## src/rtl/lru_arb_pkg.sv

```systemverilog
// Shared types and helpers for the LRU arbiter: FSM state type, index width, one-hot decode.
package lru_arb_pkg;

    localparam int DEFAULT_LENGTH = 8;
    localparam int MAX_LENGTH     = 64;
    localparam int IDX_W          = $clog2(DEFAULT_LENGTH);

    typedef enum logic {ARB_IDLE, ARB_BUSY} arb_state_t;

    // Callers size the result to their own LENGTH with a cast.
    function automatic logic [MAX_LENGTH-1:0] onehot(input logic [31:0] idx);
        return MAX_LENGTH'(1) << idx;
    endfunction

endpackage

```

## src/rtl/lru_order.sv

```systemverilog
// Recency list for the LRU arbiter: order[0] is least recently granted, order[LENGTH-1] most recent.
module lru_order
    import lru_arb_pkg::*;
#(
    parameter int LENGTH = DEFAULT_LENGTH
) (
    input  logic                      clk,
    input  logic                      rst_n,
    input  logic [LENGTH-1:0]         req,
    input  logic                      update,
    input  logic [$clog2(LENGTH)-1:0] update_idx,
    output logic [$clog2(LENGTH)-1:0] winner,
    output logic                      found
);

    localparam int IW = $clog2(LENGTH);

    logic [IW-1:0] order_q [LENGTH];
    logic [IW-1:0] order_d [LENGTH];

    // NOTE: every variable assigned in always_comb gets a default first so no latch is inferred.
    always_comb begin : next_order
        logic shifting;
        shifting = 1'b0;
        order_d  = order_q;
        if (update) begin
            for (int k = 0; k < LENGTH - 1; k++) begin
                if (order_q[k] == update_idx) shifting = 1'b1;
                if (shifting) order_d[k] = order_q[k + 1];
            end
            order_d[LENGTH - 1] = update_idx;
        end
    end

    always_comb begin : first_requester
        winner = '0;
        found  = 1'b0;
        for (int k = 0; k < LENGTH; k++) begin
            if (!found && req[order_q[k]]) begin
                winner = order_q[k];
                found  = 1'b1;
            end
        end
    end

    // NOTE: the list must be reset to identity (unlike a data memory) because it has to stay a
    // permutation; sequential state is always written with non-blocking assignments.
    always_ff @(posedge clk or negedge rst_n) begin
        if (!rst_n) begin
            for (int k = 0; k < LENGTH; k++) order_q[k] <= IW'(k);
        end else begin
            order_q <= order_d;
        end
    end

endmodule

```

## src/rtl/lru_arbiter.sv

```systemverilog
// Least-recently-granted arbiter with grant hold until done.
// Optional forced release after MAX_HOLD cycles when LRU_ARB_TIMEOUT_EN is defined.
module lru_arbiter
    import lru_arb_pkg::*;
#(
    parameter int LENGTH   = DEFAULT_LENGTH,
    parameter int MAX_HOLD = 16
) (
    input  logic                      clk,
    input  logic                      rst,
    input  logic [LENGTH-1:0]         req,
    input  logic                      done,
    output logic [LENGTH-1:0]         gnt,
    output logic [$clog2(LENGTH)-1:0] gnt_idx,
    output logic                      gnt_valid,
    output logic                      timeout
);

    localparam int IW = $clog2(LENGTH);

    if (LENGTH < 2 || (LENGTH & (LENGTH - 1)) != 0 || LENGTH > MAX_LENGTH || MAX_HOLD < 2) begin : g_bad_param
        $error("lru_arbiter: LENGTH must be a power of two in 2..64 and MAX_HOLD >= 2");
    end

    // Assert asynchronously, release two clocks after rst rises.
    logic [1:0] rst_sync_q;
    logic       rst_n;

    always_ff @(posedge clk or negedge rst) begin
        if (!rst) rst_sync_q <= 2'b00;
        else      rst_sync_q <= {rst_sync_q[0], 1'b1};
    end

    assign rst_n = rst_sync_q[1];

    logic [IW-1:0] winner;
    logic          found;
    logic          update;

    lru_order #(.LENGTH(LENGTH)) u_order (
        .clk        (clk),
        .rst_n      (rst_n),
        .req        (req),
        .update     (update),
        .update_idx (winner),
        .winner     (winner),
        .found      (found)
    );

    arb_state_t        state_q, state_d;
    logic [LENGTH-1:0] gnt_q, gnt_d;
    logic [IW-1:0]     idx_q, idx_d;
    logic              hit;
    logic              release_w;

`ifdef LRU_ARB_TIMEOUT_EN
    localparam int HOLD_W = $clog2(MAX_HOLD);

    logic [HOLD_W-1:0] hold_q, hold_d;

    assign hit = (state_q == ARB_BUSY) && !done && (hold_q == HOLD_W'(MAX_HOLD - 1));

    // Any release or new grant restarts the count; only an uninterrupted hold advances it.
    always_comb begin
        hold_d = '0;
        if (state_q == ARB_BUSY && !release_w) hold_d = hold_q + 1'b1;
    end

    always_ff @(posedge clk or negedge rst_n) begin
        if (!rst_n) hold_q <= '0;
        else        hold_q <= hold_d;
    end

    assign timeout = hit;
`else
    assign hit     = 1'b0;
    assign timeout = 1'b0;
`endif

    assign release_w = done | hit;

    always_comb begin
        state_d = state_q;
        gnt_d   = gnt_q;
        idx_d   = idx_q;
        update  = 1'b0;
        if (state_q == ARB_IDLE || release_w) begin
            if (found) begin
                state_d = ARB_BUSY;
                gnt_d   = LENGTH'(onehot(32'(winner)));
                idx_d   = winner;
                update  = 1'b1;
            end else begin
                state_d = ARB_IDLE;
                gnt_d   = '0;
                idx_d   = '0;
            end
        end
    end

    always_ff @(posedge clk or negedge rst_n) begin
        if (!rst_n) begin
            state_q <= ARB_IDLE;
            gnt_q   <= '0;
            idx_q   <= '0;
        end else begin
            state_q <= state_d;
            gnt_q   <= gnt_d;
            idx_q   <= idx_d;
        end
    end

    assign gnt       = gnt_q;
    assign gnt_idx   = idx_q;
    assign gnt_valid = (state_q == ARB_BUSY);

endmodule
```

## config.mk

```make
export PLATFORM = sky130hd
export DESIGN_NAME = lru_arbiter
export DESIGN_NICKNAME = d
export VERILOG_FILES = /design/src/rtl/lru_arb_pkg.sv /design/src/rtl/lru_order.sv /design/src/rtl/lru_arbiter.sv
export SDC_FILE = /design/constraint.sdc
export NUM_CORES = 1
export LEC_CHECK = 0
export CORE_ASPECT_RATIO = 0.7
export CORE_MARGIN = 5
export CORE_UTILIZATION = 55
export DETAILED_ROUTE_END_ITERATION = 8
export DONT_BUFFER_PORTS = 1
export PLACE_DENSITY = 0.79
export SYNTH_ARGS = -nofsm -noshare
export SYNTH_HDL_FRONTEND = slang
export SYNTH_SLANG_ARGS = --single-unit
```

## constraint.sdc

```tcl
create_clock -name clk -period 1.3 [get_ports clk]
set_clock_uncertainty 0.2 [all_clocks]
set_input_delay 0.26 -clock clk [delete_from_list [all_inputs] [get_ports clk]]
set_output_delay 0.26 -clock clk [all_outputs]
set_load 0.01 [all_outputs]
```

# After elaboration in Yosys (flattened, before gate mapping)
# Cells that the tools add are included.
[word_totals]
register_bits = 38
in_bits = 11
output_inout_bits = 13
wordCells = 101
[op_classes]
n_lt_le_gt_ge = 8
eq_ne = 7
shift = 1
muxes = 50
bitwise_logic = 1
reduce_logical = 22
[op_table]
columns = ["operator", "count"]
rows = [
  ["$lt 3x4->1 const B", 8],
  ["$mux 1", 32],
  ["$mux 3", 9],
  ["$bmux 1 s3", 8],
  ["$eq 3x3->1", 7],
  ["$reduce_and 2->1", 7],
  ["$mux 8", 1],
  ["$shl 1x3->8 const A", 1],
  ["$logic_and 1x1->1", 7],
  ["$logic_not 1->1", 7],
  ["$logic_or 1x1->1", 1],
  ["$not 1->1", 1],
]

# Longest topological paths before layout
[depth]
ltp_word = 40
depth_mapped = 14
depth_no_buf = 11

# By module
# From an unflattened synthesis, not the netlist that was laid out.
[hier_totals]
cells_unflattened = 222
hier_area_um2 = 2603.7
[by_module_without_submodules]
columns = ["mod", "instances", "cells_per_inst", "area_each_um2", "seq_area_each_um2"]
rows = [
  ["lru_order", 1, 170, 1996.9, 615.6],
  ["lru_arbiter", 1, 52, 606.8, 350.3],
]

# Worst setup path before layout
# OpenSTA, ideal clock, no wires.
[synth_path]
path_type = "register to register"
from = "register u_order.order_q[18] (netlist bit)"
to = "register u_order.order_q[7] (netlist bit)"
setup_ns = 0.125
t_arrival_ns = 3.687
slack_ns = -2.712
path_stages_with_launch = 13
n_path_buf = 1
synth_period_minus_slack_ns = 4.012
cell_sequence = "dfstp_2 > buf_6 > mux4_2 > mux2_2 > or3_4 > a311o_1 > o311a_2 > or3b_4 > xor2_1 > nand4_2 > nand3_4 > nor3b_4 > mux2_4"
[synth_between]
elab_chain_len = 36
elab_cells_between_ends = 50
cone_classes = "6 x eq/ne; 30 x mux; 14 x reduce/logical"
[synth_rtl]
columns = ["element", "line", "rtl"]
rows = [
  ["from (decl)", "lru_order.sv:18", "logic [IW-1:0] order_q [LENGTH];"],
  ["from (signal assigned)", "lru_order.sv:52", "order_q <= order_d;"],
  ["$bmux 1 s3", "lru_order.sv:39", "if (!found && req[order_q[k]]) begin"],
  ["$mux 1 (implied by the code)", "lru_order.sv:39", ""],
  ["$logic_and 1x1->1", "lru_order.sv:39", ""],
  ["$mux 1", "lru_order.sv:39", ""],
  ["$logic_not 1->1", "lru_order.sv:39", ""],
  ["$logic_and 1x1->1", "lru_order.sv:39", ""],
  ["$mux 1", "lru_order.sv:39", ""],
  ["$logic_not 1->1", "lru_order.sv:39", ""],
  ["[... 20 more ...]", "--", ""],
  ["$mux 1", "lru_order.sv:26", "if (update) begin"],
  ["$mux 1", "lru_order.sv:28", "if (order_q[k] == update_idx) shifting = 1'b1;"],
  ["$mux 1", "lru_order.sv:26", ""],
  ["$mux 1", "lru_order.sv:28", ""],
  ["$mux 1", "lru_order.sv:26", ""],
  ["$mux 1", "lru_order.sv:28", ""],
  ["$mux 1", "lru_order.sv:26", ""],
  ["$reduce_and 2->1 (no source line) (*)", "--", ""],
]
# Every way passes the cells marked *; elsewhere a longest branch is shown, timed or not. The select of a mux whose other input is x is not followed.
# A chain may end at the register's enable or synchronous reset.

# Worst setup path in the final report
# Same ends and word-level chain as after synthesis.

==> impl_metrics.json <==
{
  "synthTopCellsByArea": "dfrtp_1 (20%), mux4_2 (11%), dfstp_2 (9.9%)",
  "antenna_found_initial": 0,
  "wl_met3_um": 2400,
  "combPwrFrac_pct": 80.6,
  "rsz0062_at_grt": "yes",
  "synthTopCellsByCount": "nand2_1 (40), dfrtp_1 (26), o21ai_0 (25), mux4_2 (16), nor2_1 (16)",
  "fin_area_um2": 4780,
  "synth_most_common_cell": "nand2_1",
  "fin_nets": 467,
  "ys_dominant_reg_cell": "dfrtp_1",
  "critPathLaunchType": "flip-flop",
  "p_sw_share_pct": 46.8,
  "arrival_ns": 4.13,
  "seqPwrFrac_pct": 13.8,
  "status": "finished, violations left",
  "syn_inst": 326,
  "core_area_um2": 5670,
  "area_growth_pct": 49.9,
  "num_vias": 3903,
  "synth.yosys.seq_area_share_pct": 30.3,
  "clk_pin_slew_ns": 0.09,
  "drt_iter0_drc": 700,
  "power_leakage_nw": 2.09,
  "hold_slack_ns": 0.0384,
  "fin_cells": 532,
  "wl_per_cell_um": 29.2,
  "slew_violations": 0,
  "grt_max_degree": 22,
  "cts_tree": "built",
  "drt_wl_total_um": 15500,
  "synth_cell_types": 66,
  "cts_buffer_depth": 2,
  "fin_crit_ns": 4.12,
  "powerDensity_nw_per_um2": 3490,
  "chipWidth_um": 101,
  "grt_pass1_vias": 3708,
  "ir_drop_v": 0.00239,
  "place.port_buffers": 0,
  "cts_root_buf": "clkbuf_8",
  "synth_seq_cells": 38,
  "detail-route-antenna-nets": 0,
  "clkLatencyLatePin_ns": 0.31,
  "hold_viol": 0,
  "synth-edff-count": 0,
  "setup_viol": 37,
  "drc_errors": 0,
  "synth_top_area_cell": "dfrtp_1",
  "violations": "setup timing",
  "hp-class": "reg2async",
  "placed_cells": 503,
  "critPathKind": "reg2reg",
  "die_h_um": 73.7,
  "pwr-share-clk_pct": 5.6,
  "maxCapViolCount": 0,
  "io_pins": 24,
  "grt_pass1_wl_um": 21600,
  "end_kind": "flip-flop",
  "finalSetupTns_ns": -87.52,
  "power.internal_w": 0.00889,
  "syn_nets": 337,
  "viasPerCell": 7.34,
  "ctsHtreeMaxLevel": 2,
  "cts_buffers": 5,
  "place_congestion": 0.993,
  "fin_crit_sh_pct": 317,
  "place_area_um2": 4200,
  "diodes": 0,
  "clock_sinks": 38,
  "fmax_ghz": 0.242,
  "dp_hpwl_um": 9300,
  "required_ns": 1.30,
  "yosys.area.top_type_share_pct": 20.4,
  "wl_met2_um": 6490,
  "rows": 23,
  "preCtsSetupSlack_ns": -2.74,
  "die_area_um2": 7450,
  "highest_layer": "met4",
  "wl_met1_um": 5370,
  "ys_async_sr_fraction_pct": 100,
  "fin_ws_ns": -2.82,
  "syn_area_um2": 3190,
  "drive_gt1_share_pct": 57.3,
  "cp_max_fo": 5,
  "p_switching_w": 0.00781,
  "start_util_pct": 56.3,
  "ys.warnings.count": 0,
  "avgSynthCellArea_um2": 9.79,
  "drtPass1Iterations": 8,
  "overflow": 0,
  "grt_use_total_pct": 39.9
}
[cell families after synthesis]
logic type	synth area share (%)
AO/OA/AOI/OAI	20.6
XOR/XNOR	3.84
buffers and inverters	5.06
flip-flops	30.3
multiplexers	24.0
other	0.235
AND/OR/NAND/NOR	16.0
[timing repair]
item | CTS | global route
resized for setup | 50 | 34
hold endpoints to repair | 2 | 0
setup endpoints to repair | 37 | 37
pin swaps | 13 | 10
buffers inserted | 18 | 8
hold buffers | 2 | 0
[routing by layer]
| layer | vias to the layer above | GRT usage [%] |
|---|---|---|
| met4 | 0 | 18.9 |
| met1 | 1819 | 50.3 |
| met2 | 445 | 59.7 |
| met5 | - | 0 |
| li1 | 1485 | - |
| met3 | 154 | 16.7 |
[per-stage QoR]
stage / total power, W / util, %
after floorplan: 0.00809 / -
after global placement: 0.0121 / 74.1
after detailed placement: 0.0124 / 74.1
after CTS: 0.0149 / 81.5
after global routing: 0.0171 / 84.4
final: 0.0167 / 84.4
[placed cells by master (no fill, tap or decap), types with 3 or more instances in the layout]
cell type  count
and2_1         3
mux2_4        12
buf_4        124
o21ai_0       14
clkbuf_8       6
mux2_2         8
mux4_2        16
a21oi_1        8
xor2_1         7
inv_1          7
nor3_4         3
nand2b_1       5
dfstp_2       12
o211ai_1       6
nand2_1       37
dfrtp_2        3
buf_6         19
o21ai_2        6
nor2_4         4
nor2_1        12
o21ai_1        6
nor3_1         5
o22ai_1        5
xnor2_1        7
mux2i_1       12
a21o_1         5
a211oi_1       4
dfrtp_1       23
[flip-flops by register name (all words and copies together), names as in the netlist]
name,cells
rst_sync_q,2
gnt,8
gnt_idx,3
u_order.order_q,24
gnt_valid,1
[final timing paths]
kind	endpoint	cells after the start	from	slack, ns
min in group clk	gnt_valid	3	done	0.12
worst max register to register	u_order.order_q[7]	11	u_order.order_q[18]	-2.82
worst min-delay path	u_order.order_q[19]	1	rst_sync_q[1]	0.04
max in group asynchronous	rst_sync_q[1]	2	rst	0.26
worst max-delay path	u_order.order_q[7]	11	u_order.order_q[18]	-2.82
worst min register to register	u_order.order_q[19]	1	rst_sync_q[1]	0.04
[critical path, stage by stage (launching register included)]
cell,delay (ns)
dfstp_2,0.59
mux4_2,0.57
mux2_4,0.33
or3_4,0.35
a311o_1,0.34
o311a_4,0.16
or3b_4,0.44
xor2_1,0.17
nand4_2,0.10
nand3_4,0.12
nor3b_4,0.33
mux2_4,0.33
[final cells by class]
| class | instances | area, um2 |
|---|---|---|
| clock buffer | 6 | 82.6 |
| multi-input combinational | 257 | 2400 |
| clock inverter | 2 | 12.5 |
| sequential | 38 | 970 |
| fill | 262 | 887 |
| inverter | 7 | 26.3 |
| timing repair buffer | 147 | 1200 |
| tap | 75 | 93.8 |
[power by group through the flow]
stage	logic (W)	registers, W	clock network [W]
5_1_grt	0.0138	0.00233	0.000981
3_5_place_dp	0.0101	0.00222	0
4_1_cts	0.0118	0.00220	0.000914
6_report	0.0135	0.00230	0.000941
3_3_place_gp	0.00995	0.00218	0
2_1_floorplan	0.00605	0.00203	0
Note: power is estimated with default switching activity, not from simulation.
